--- src/rtl/pipe_ctrl_pkg.sv ---
// Shared encodings for the pipeline hazard/forwarding controller.
// Forward-select codes, debug FSM states and stage indices.
package pipe_ctrl_pkg;

  localparam logic [1:0] FWD_RF      = 2'd0;
  localparam logic [1:0] FWD_EXE     = 2'd1;
  localparam logic [1:0] FWD_MEM_ALU = 2'd2;
  localparam logic [1:0] FWD_MEM_LD  = 2'd3;

  typedef enum logic [1:0] {
    DBG_RUN  = 2'd0,
    DBG_HALT = 2'd1,
    DBG_STEP = 2'd2
  } dbg_state_t;

  localparam int STG_IF  = 0;
  localparam int STG_ID  = 1;
  localparam int STG_EXE = 2;
  localparam int STG_MEM = 3;
  localparam int STG_WB  = 4;

endpackage

--- src/rtl/pipe_hazard_ctrl_dbg.sv ---
// Debug hold / single-step FSM with a rising-edge detector on dbg_step.
// STEP always lasts one cycle so the pipeline advances exactly one clock.
module dbg_step_fsm
  import pipe_ctrl_pkg::*;
(
  input  logic       clk,
  input  logic       rst,
  input  logic       dbg_en,
  input  logic       dbg_step,
  output dbg_state_t dbg_state
);

  dbg_state_t state_q;
  dbg_state_t state_d;
  logic       step_prev;
  logic       step_edge;

  assign step_edge = dbg_step & ~step_prev;
  assign dbg_state = state_q;

  always_ff @(posedge clk) begin
    if (rst) begin
      state_q   <= DBG_RUN;
      step_prev <= 1'b0;
    end else begin
      state_q   <= state_d;
      step_prev <= dbg_step;
    end
  end

  always_comb begin
    state_d = state_q;
    unique case (state_q)
      DBG_RUN: begin
        if (dbg_en) state_d = DBG_HALT;
      end
      DBG_HALT: begin
        if (!dbg_en)        state_d = DBG_RUN;
        else if (step_edge) state_d = DBG_STEP;
      end
      DBG_STEP: begin
        state_d = dbg_en ? DBG_HALT : DBG_RUN;
      end
      default: state_d = DBG_RUN;
    endcase
  end

endmodule

--- src/rtl/pipe_hazard_ctrl.sv ---
// Hazard, forwarding and stage-control unit beside the ID stage.
// Adds debug single-step and saturating stall/flush counters.
module pipe_hazard_ctrl
  import pipe_ctrl_pkg::*;
#(
  parameter int ADDR_W  = 5,
  parameter int NUM_SRC = 2,
  parameter int NUM_STG = 5,
  parameter int CNT_W   = 16
) (
  input  logic                      clk,
  input  logic                      rst,
  input  logic                      dbg_en,
  input  logic                      dbg_step,
  input  logic [NUM_SRC-1:0]        src_used,
  input  logic [NUM_SRC*ADDR_W-1:0] src_addr,
  input  logic                      exe_wen,
  input  logic                      exe_is_load,
  input  logic [ADDR_W-1:0]         exe_waddr,
  input  logic                      mem_wen,
  input  logic                      mem_is_load,
  input  logic                      mem_is_store,
  input  logic [ADDR_W-1:0]         mem_waddr,
  input  logic [ADDR_W-1:0]         mem_rt_addr,
  input  logic                      wb_wen,
  input  logic [ADDR_W-1:0]         wb_waddr,
  input  logic                      exe_busy,
  input  logic                      branch_taken,
  output logic [2*NUM_SRC-1:0]      fwd_sel,
  output logic                      fwd_m,
  output logic [NUM_STG-1:0]        stg_en,
  output logic [NUM_STG-1:0]        stg_rst,
  output logic [1:0]                dbg_state,
  output logic [CNT_W-1:0]          stall_cnt,
  output logic [CNT_W-1:0]          flush_cnt
);

  localparam logic [CNT_W-1:0] CNT_ONE = {{(CNT_W-1){1'b0}}, 1'b1};
  localparam logic [CNT_W-1:0] CNT_MAX = '1;

  dbg_state_t         dbg_st;
  logic [NUM_SRC-1:0] lu_src;
  logic               load_use;
  logic               halt;
  logic               flush_apply;
  logic               stall_ev;

  dbg_step_fsm u_dbg (
    .clk      (clk),
    .rst      (rst),
    .dbg_en   (dbg_en),
    .dbg_step (dbg_step),
    .dbg_state(dbg_st)
  );

  assign dbg_state = dbg_st;

  for (genvar i = 0; i < NUM_SRC; i++) begin : g_src
    logic [ADDR_W-1:0] addr;
    logic              rd;
    logic              exe_hit;
    logic              mem_hit;

    assign addr    = src_addr[i*ADDR_W +: ADDR_W];
    assign rd      = src_used[i] && (addr != '0);
    assign exe_hit = rd && exe_wen && (exe_waddr == addr);
    assign mem_hit = rd && mem_wen && (mem_waddr == addr);

    assign lu_src[i] = exe_hit && exe_is_load;

    // A load in EXE has no data yet: the stall covers it, not MEM.
    assign fwd_sel[2*i +: 2] =
      exe_hit ? (exe_is_load ? FWD_RF : FWD_EXE) :
      mem_hit ? (mem_is_load ? FWD_MEM_LD : FWD_MEM_ALU) :
      FWD_RF;
  end

  assign load_use = |lu_src;
  assign halt     = (dbg_st == DBG_HALT);

  assign fwd_m = mem_is_store && (mem_rt_addr != '0) &&
                 wb_wen && (wb_waddr == mem_rt_addr);

  always_comb begin
    stg_en      = '1;
    stg_rst     = '0;
    flush_apply = 1'b0;
    if (rst) begin
      stg_rst = '1;
    end else if (halt) begin
      stg_en = '0;
    end else if (exe_busy) begin
      stg_en[STG_EXE:STG_IF] = '0;
      stg_rst[STG_MEM]       = 1'b1;
    end else if (load_use) begin
      stg_en[STG_ID:STG_IF] = '0;
      stg_rst[STG_EXE]      = 1'b1;
    end else if (branch_taken) begin
      stg_rst[STG_ID] = 1'b1;
      flush_apply     = 1'b1;
    end
  end

  assign stall_ev = (exe_busy || load_use) && !halt;

  always_ff @(posedge clk) begin
    if (rst) begin
      stall_cnt <= '0;
      flush_cnt <= '0;
    end else begin
      if (stall_ev && stall_cnt != CNT_MAX)
        stall_cnt <= stall_cnt + CNT_ONE;
      if (flush_apply && flush_cnt != CNT_MAX)
        flush_cnt <= flush_cnt + CNT_ONE;
    end
  end

endmodule

--- config.mk ---
export PLATFORM = sky130hd
export DESIGN_NAME = pipe_hazard_ctrl
export DESIGN_NICKNAME = d
export VERILOG_FILES = /design/src/rtl/pipe_ctrl_pkg.sv /design/src/rtl/pipe_hazard_ctrl_dbg.sv /design/src/rtl/pipe_hazard_ctrl.sv
export SDC_FILE = /design/constraint.sdc
export NUM_CORES = 1
export LEC_CHECK = 0
export ABC_AREA = 1
export CAP_MARGIN = 10
export CORE_MARGIN = 8
export CORE_UTILIZATION = 50
export CTS_BUF_LIST = sky130_fd_sc_hd__clkbuf_4 sky130_fd_sc_hd__clkbuf_8 sky130_fd_sc_hd__clkbuf_16
export CTS_CLUSTER_DIAMETER = 200
export CTS_CLUSTER_SIZE = 14
export DETAILED_ROUTE_END_ITERATION = 8
export DONT_BUFFER_PORTS = 1
export PLACE_DENSITY_LB_ADDON = 0.15
export REMOVE_ABC_BUFFERS = 1
export SYNTH_ARGS = -nofsm -noshare
export SYNTH_HDL_FRONTEND = slang
export SYNTH_SLANG_ARGS = --single-unit
export TNS_END_PERCENT = 5
--- constraint.sdc ---
create_clock -name clk -period 1.5 [get_ports clk]
set_input_delay 0.3 -clock clk [delete_from_list [all_inputs] [get_ports clk]]
set_output_delay 0.3 -clock clk [all_outputs]
set_load 0.005 [all_outputs]
==> flow_metrics.tcl, run 1 <==
set metrics [dict create \
    status "finished with violations" \
    violations "setup timing" \
    port-buffer-count 0 \
    routedWlPerCell_um 14.8 \
    start_kind "flip-flop" \
    grt_max_degree 33 \
    mostFrequentLayoutCell "nand2_1" \
    ir_drop_mv 0.333 \
    fin_skew_ps 5.61 \
    cellPowerDensity_nw_per_um2 583 \
    r2r-start "flush_cnt[1]" \
    clk_pin_slew_ps 70 \
    ys_ff_latch 35 \
    drtAntennaViolNets 0 \
    synthCells 401 \
    cpMaxStageDelayCell "dfxtp_2" \
    dp_cells 516 \
    finalCritPeriodShare_pct 105 \
    rows 26 \
    synth_area_leaders "dfxtp_1 (27%), nand2_1 (16%), xor2_1 (7.5%)" \
    cts.path.max_buffers 2 \
    hold_slack_ps 59.9 \
    synth_top_family_by_area "simple AND/OR/NAND/NOR gates" \
    min_period_ps 1580 \
    hold_depth 1 \
    critical_path_arrival_ps 1760 \
    drive_gt1_share_pct 25.9 \
    dieWidth_um 87.9 \
    grt_pass1_vias 2781 \
    pre_cts_slack_ps -94.5 \
    rsz0062_at_grt "true" \
    avgSynthCellArea_sq_um 6.44 \
    yosysTopAreaCellShare_pct 27.1 \
    path_delay_family "simple AND/OR/NAND/NOR gates" \
    cts_tree "done" \
    slowest_delay_ps 350 \
    crit_type "flip-flop to flip-flop" \
    slew_violations 0 \
    die_area_sq_um 7720 \
    end_kind "flip-flop" \
    dp_hpwl_um 5960 \
    synth_compound_area_share_pct 11.1 \
    yosysTopAreaCell "dfxtp_1" \
    drc 0 \
    hp-class "primary input to flip-flop" \
    die_h_um 87.9 \
    drtPass1Iterations 4 \
    nNetsFinal 502 \
    routed_wirelength_um 7760 \
    finalHoldViolCount 0 \
    num_vias 2776 \
    antenna_cells 0 \
    io-pin-count 93 \
    synthAdderAreaFrac_pct 0.969 \
    timing.final.ws_setup_ps -79.9 \
    max_freq_ghz 0.633 \
    crit_required_ps 1680 \
    synth-xor-area-share_pct 11.5 \
    clock_latency_ps 290 \
    instances_no_fill 526 \
    setup_viol 18 \
    synth.area.mux_share_pct 0 \
    hold_buffers 0 \
    p_leak_nw 1.37 \
    gp_congestion 0.940 \
    start_util_pct 51.2 \
    grtUsageTotal_pct 20.9 \
    r2r_cells 12 \
    ys_types 37 \
    dr.first_iter.drc_count 100 \
    layout_common_cells "nand2_1 (106), buf_4 (57), inv_1 (44)" \
    seq_area_frac_synth_pct 27.1 \
    crit_path_start "flush_cnt[1]" \
    syn_to_final_growth_pct 27.7 \
    min-delay-start "rst" \
    cts_root_buf "clkbuf_8" \
    grt_pass1_wl_um 12900 \
    path_cells "ha_4 -> nand2_4 -> nor2_4 -> nand3b_4 -> nor2_4 -> nand3_2 -> nand2_1 -> inv_2 -> nand3_4 -> inv_1 -> nor2_1 -> nor2_1" \
    grt-ovfl-total 0 \
    post-route-util_pct 65.4 \
    routed_via_density 5.28 \
    htreeDepth 2 \
    critPathBufInv 2 \
    antenna_found_initial 0 \
    synth_area_sq_um 2580 \
    crit_fanout 7 \
    tightest_slew_ps 315 \
    cap_violations 0 \
    slew_headroom_pct 78.8 \
    synthSimpleGateAreaFrac_pct 38.3 \
    cp.depth 12 \
    synth_warnings 0 \
    coreArea_sq_um 5040 \
    cts_sinks 35 \
    numCtsBuffers 5 \
]
## cells in the mapped netlist, drive strengths merged
library cell  instances
a41oi                 1
nand2               111
ha                    2
o2111ai               1
or2                   2
nand3b                1
a221oi                1
a31oi                 1
dfxtp                35
nor3                 14
nand4                20
clkbuf                4
buf                  11
o21ai                10
clkinv                2
a211oi                1
nand3                25
inv                  49
a21oi                31
xor2                 22
o22ai                 2
xnor2                12
nor2                 40
nor4                  3
## power by group
| group | total (mW) | switching, mW | leakage [nW] | internal (mW) |
|---|---|---|---|---|
| registers | 0.950 | 0.00928 | 0.285 | 0.941 |
| clock network | 0.709 | 0.348 | 0.0470 | 0.360 |
| logic | 0.265 | 0.153 | 1.04 | 0.112 |
| total | 1.92 | 0.510 | 1.37 | 1.41 |
## worst paths after layout
path | endpoint | slack (ps)
min | flush_cnt[4] | 60
min reg2reg | u_dbg.dbg_state[0] | 460
max | flush_cnt[0] | -80
max reg2reg | flush_cnt[0] | -80
## metrics by stage
step           total power [mW]  setup TNS (ps)  cell area, sq um
6_report                   1.92            -792              3300
5_1_grt                    2.02           -3490              3300
2_1_floorplan              1.13           -4950              2490
4_1_cts                    1.93            -426              3210
3_3_place_gp               1.20           -1590              3040
3_5_place_dp               1.21           -1960              3040
## registers in the layout (all words and copies together), names as in the netlist
name / count
u_dbg.dbg_state: 2
stall_cnt: 16
flush_cnt: 16
u_dbg.step_prev: 1
## final cells by class
class	instances	area, sq um
clock inverter	1	5.00
multi-input combinational	301	1730
tap	70	87.6
sequential	35	708
inverter	51	196
fill	466	1740
clock buffer	6	82.6
timing repair buffer	62	493
## worst register-to-register path: stages (launching register included)
cell and delay, ps:
dfxtp_2 350, ha_4 150, nand2_4 60, nor2_4 130, nand3b_4 100, nor2_4 130
nand3_2 70, nand2_1 80, inv_2 80, nand3_4 130, inv_1 70, nor2_1 80
nor2_1 50
## per-layer routing
| metal | share of wire (%) | track usage (%) | vias up | wire [um] |
|---|---|---|---|---|
| li1 | - | - | 1406 | - |
| met3 | 8.3 | 6.75 | 7 | 643 |
| met1 | 39 | 21.8 | 1284 | 3000 |
| met2 | 52 | 38.5 | 79 | 4040 |
| met4 | 0.99 | 6.09 | 0 | 77 |
| met5 | 0 | 0 | - | 0 |
## kinds of logic after synthesis
group                      Yosys count
xor gates and xnor gates            34
buffers and inverters               66
adders and majority gates            2
and+or+nand+nor                    216
AOI/OAI and AO/OA                   48
DFF                                 35
## timing repair
item,4_1_cts,5_1_grt
hold endpoints to repair,0,0
setup buffers,1,1
gates resized for setup,16,19
cloned,1,0
pin swaps,9,11
setup endpoints to repair,37,39
(Power assumes the default switching activity.)
==> inputs of run 2 (changes only) <==
Settings changed: CORE_ASPECT_RATIO set to 2, CTS_BUF_LIST sky130_fd_sc_hd__clkbuf_4 sky130_fd_sc_hd__clkbuf_8 sky130_fd_sc_hd__clkbuf_16 to not set.
==> flow_metrics.tcl, run 2 (synthesis results as in run 1) <==
set metrics [dict create \
    max_freq_ghz 0.632 \
    timing.final.ws_setup_ps -82.4 \
    hp-class "primary input to flip-flop" \
    instances_no_fill 515 \
    start_util_pct 51.2 \
    start_kind "flip-flop" \
    routed_wirelength_um 7740 \
    post-route-util_pct 65.2 \
    dp_cells 502 \
    finalCritPeriodShare_pct 105 \
    crit_fanout 7 \
    antenna_found_initial 0 \
    fillers 465 \
    fin_skew_ps 7.89 \
    multi_input_area_sq_um 1730 \
    drive_gt1_share_pct 26.0 \
    dr.first_iter.drc_count 250 \
    crit_type "flip-flop to flip-flop" \
    slew_violations 0 \
    layout_common_cells "nand2_1 (106), buf_4 (58), inv_1 (43)" \
    clock_latency_ps 290 \
    rsz0062_at_grt "true" \
    p_leak_nw 1.36 \
    end_kind "flip-flop" \
    hold_slack_ps 68.1 \
    nNetsFinal 502 \
    die_h_um 118 \
    grt_pass1_wl_um 12900 \
    coreArea_sq_um 5050 \
    finalHoldViolCount 0 \
    violations "setup timing" \
    clk_pin_slew_ps 70 \
    min_period_ps 1580 \
    regArea_sq_um 707 \
    mostFrequentLayoutCell "nand2_1" \
    status "finished with violations" \
    grtUsageTotal_pct 19.8 \
    hold_buffers 0 \
    num_vias 2831 \
    syn_to_final_growth_pct 27.4 \
    cap_violations 0 \
    numCtsBuffers 5 \
    cellPowerDensity_nw_per_um2 601 \
    gp_congestion 0.926 \
    antenna_cells 0 \
    cts_tree "done" \
    io-pin-count 93 \
    drtPass1Iterations 4 \
    slew_headroom_pct 77.1 \
    drtAntennaViolNets 0 \
    cts_sinks 35 \
    ff2ff_setup_slack_ps -80 \
    routed_via_density 5.50 \
    grt_pass1_vias 2810 \
    dp_hpwl_um 5890 \
    grt-ovfl-total 0 \
    die_area_sq_um 7860 \
    cts_root_buf "clkbuf_8" \
    routedWlPerCell_um 15.0 \
    dieWidth_um 66.8 \
    cts.path.max_buffers 2 \
    htreeDepth 2 \
    grt_max_degree 33 \
    rows 37 \
    critical_path_arrival_ps 1770 \
    tightest_slew_ps 341 \
    drc 0 \
    setup_viol 17 \
    crit_required_ps 1690 \
    ir_drop_mv 0.660 \
    port-buffer-count 0 \
]
[run 2: worst max-delay path: stages, from the launching register on]
cell and delay, ps:
dfxtp_2 350, ha_4 150, nand2_4 60, nor2_4 120, nand3b_4 100, nor2_4 120, nand3_2 70, nand2_1 80
inv_2 80, buf_4 170, nand4_1 110, a21oi_2 60
[run 2: power by group]
part / internal (mW) / leakage (nW) / switching [mW]
Clock: 0.419 / 0.0515 / 0.341
Sequential: 0.941 / 0.285 / 0.00651
Combinational: 0.115 / 1.02 / 0.154
[run 2: per-stage QoR]
| stage | total power [mW] | area (sq um) | worst slack, ps | setup TNS [ps] |
|---|---|---|---|---|
| after detailed placement | 1.21 | 3010 | -123 | -1580 |
| after global routing | 2.08 | 3290 | -175 | -3700 |
| after CTS | 1.99 | 3200 | -84.0 | -952 |
| final | 1.98 | 3290 | -82.4 | -958 |
| after floorplan | 1.13 | 2490 | -219 | -4950 |
| after global placement | 1.20 | 3010 | -30.3 | -259 |
[run 2: final timing paths]
path	start	endpoint	cells past startpoint
hold / removal	rst	flush_cnt[15]	1
hold reg to reg	u_dbg.step_prev	u_dbg.dbg_state[1]	2
setup reg to reg	flush_cnt[0]	flush_cnt[10]	11
setup / recovery	flush_cnt[0]	flush_cnt[10]	11
[run 2: repair_timing]
item | in CTS | in global routing
pin swaps | 12 | 9
cloned | 1 | 0
gates resized for setup | 18 | 17
endpoints found under the setup margin | 35 | 39
buffers inserted | 1 | 3
[run 2: layout make-up]
cell class | count | area share [%]
clock buffer | 8 | 3.04
inverter | 51 | 5.97
multi-input combinational | 301 | 52.4
sequential | 35 | 21.5
tap | 58 | 2.21
timing repair buffer | 62 | 14.9
[run 2: metal layers]
metal / share of wire [%] / track usage (%) / wire [um]
met4: 2.3 / 7.27 / 181
met1: 41 / 22.7 / 3170
met2: 49 / 32.4 / 3810
met5: 0 / 0 / 0
met3: 7.4 / 6.67 / 573
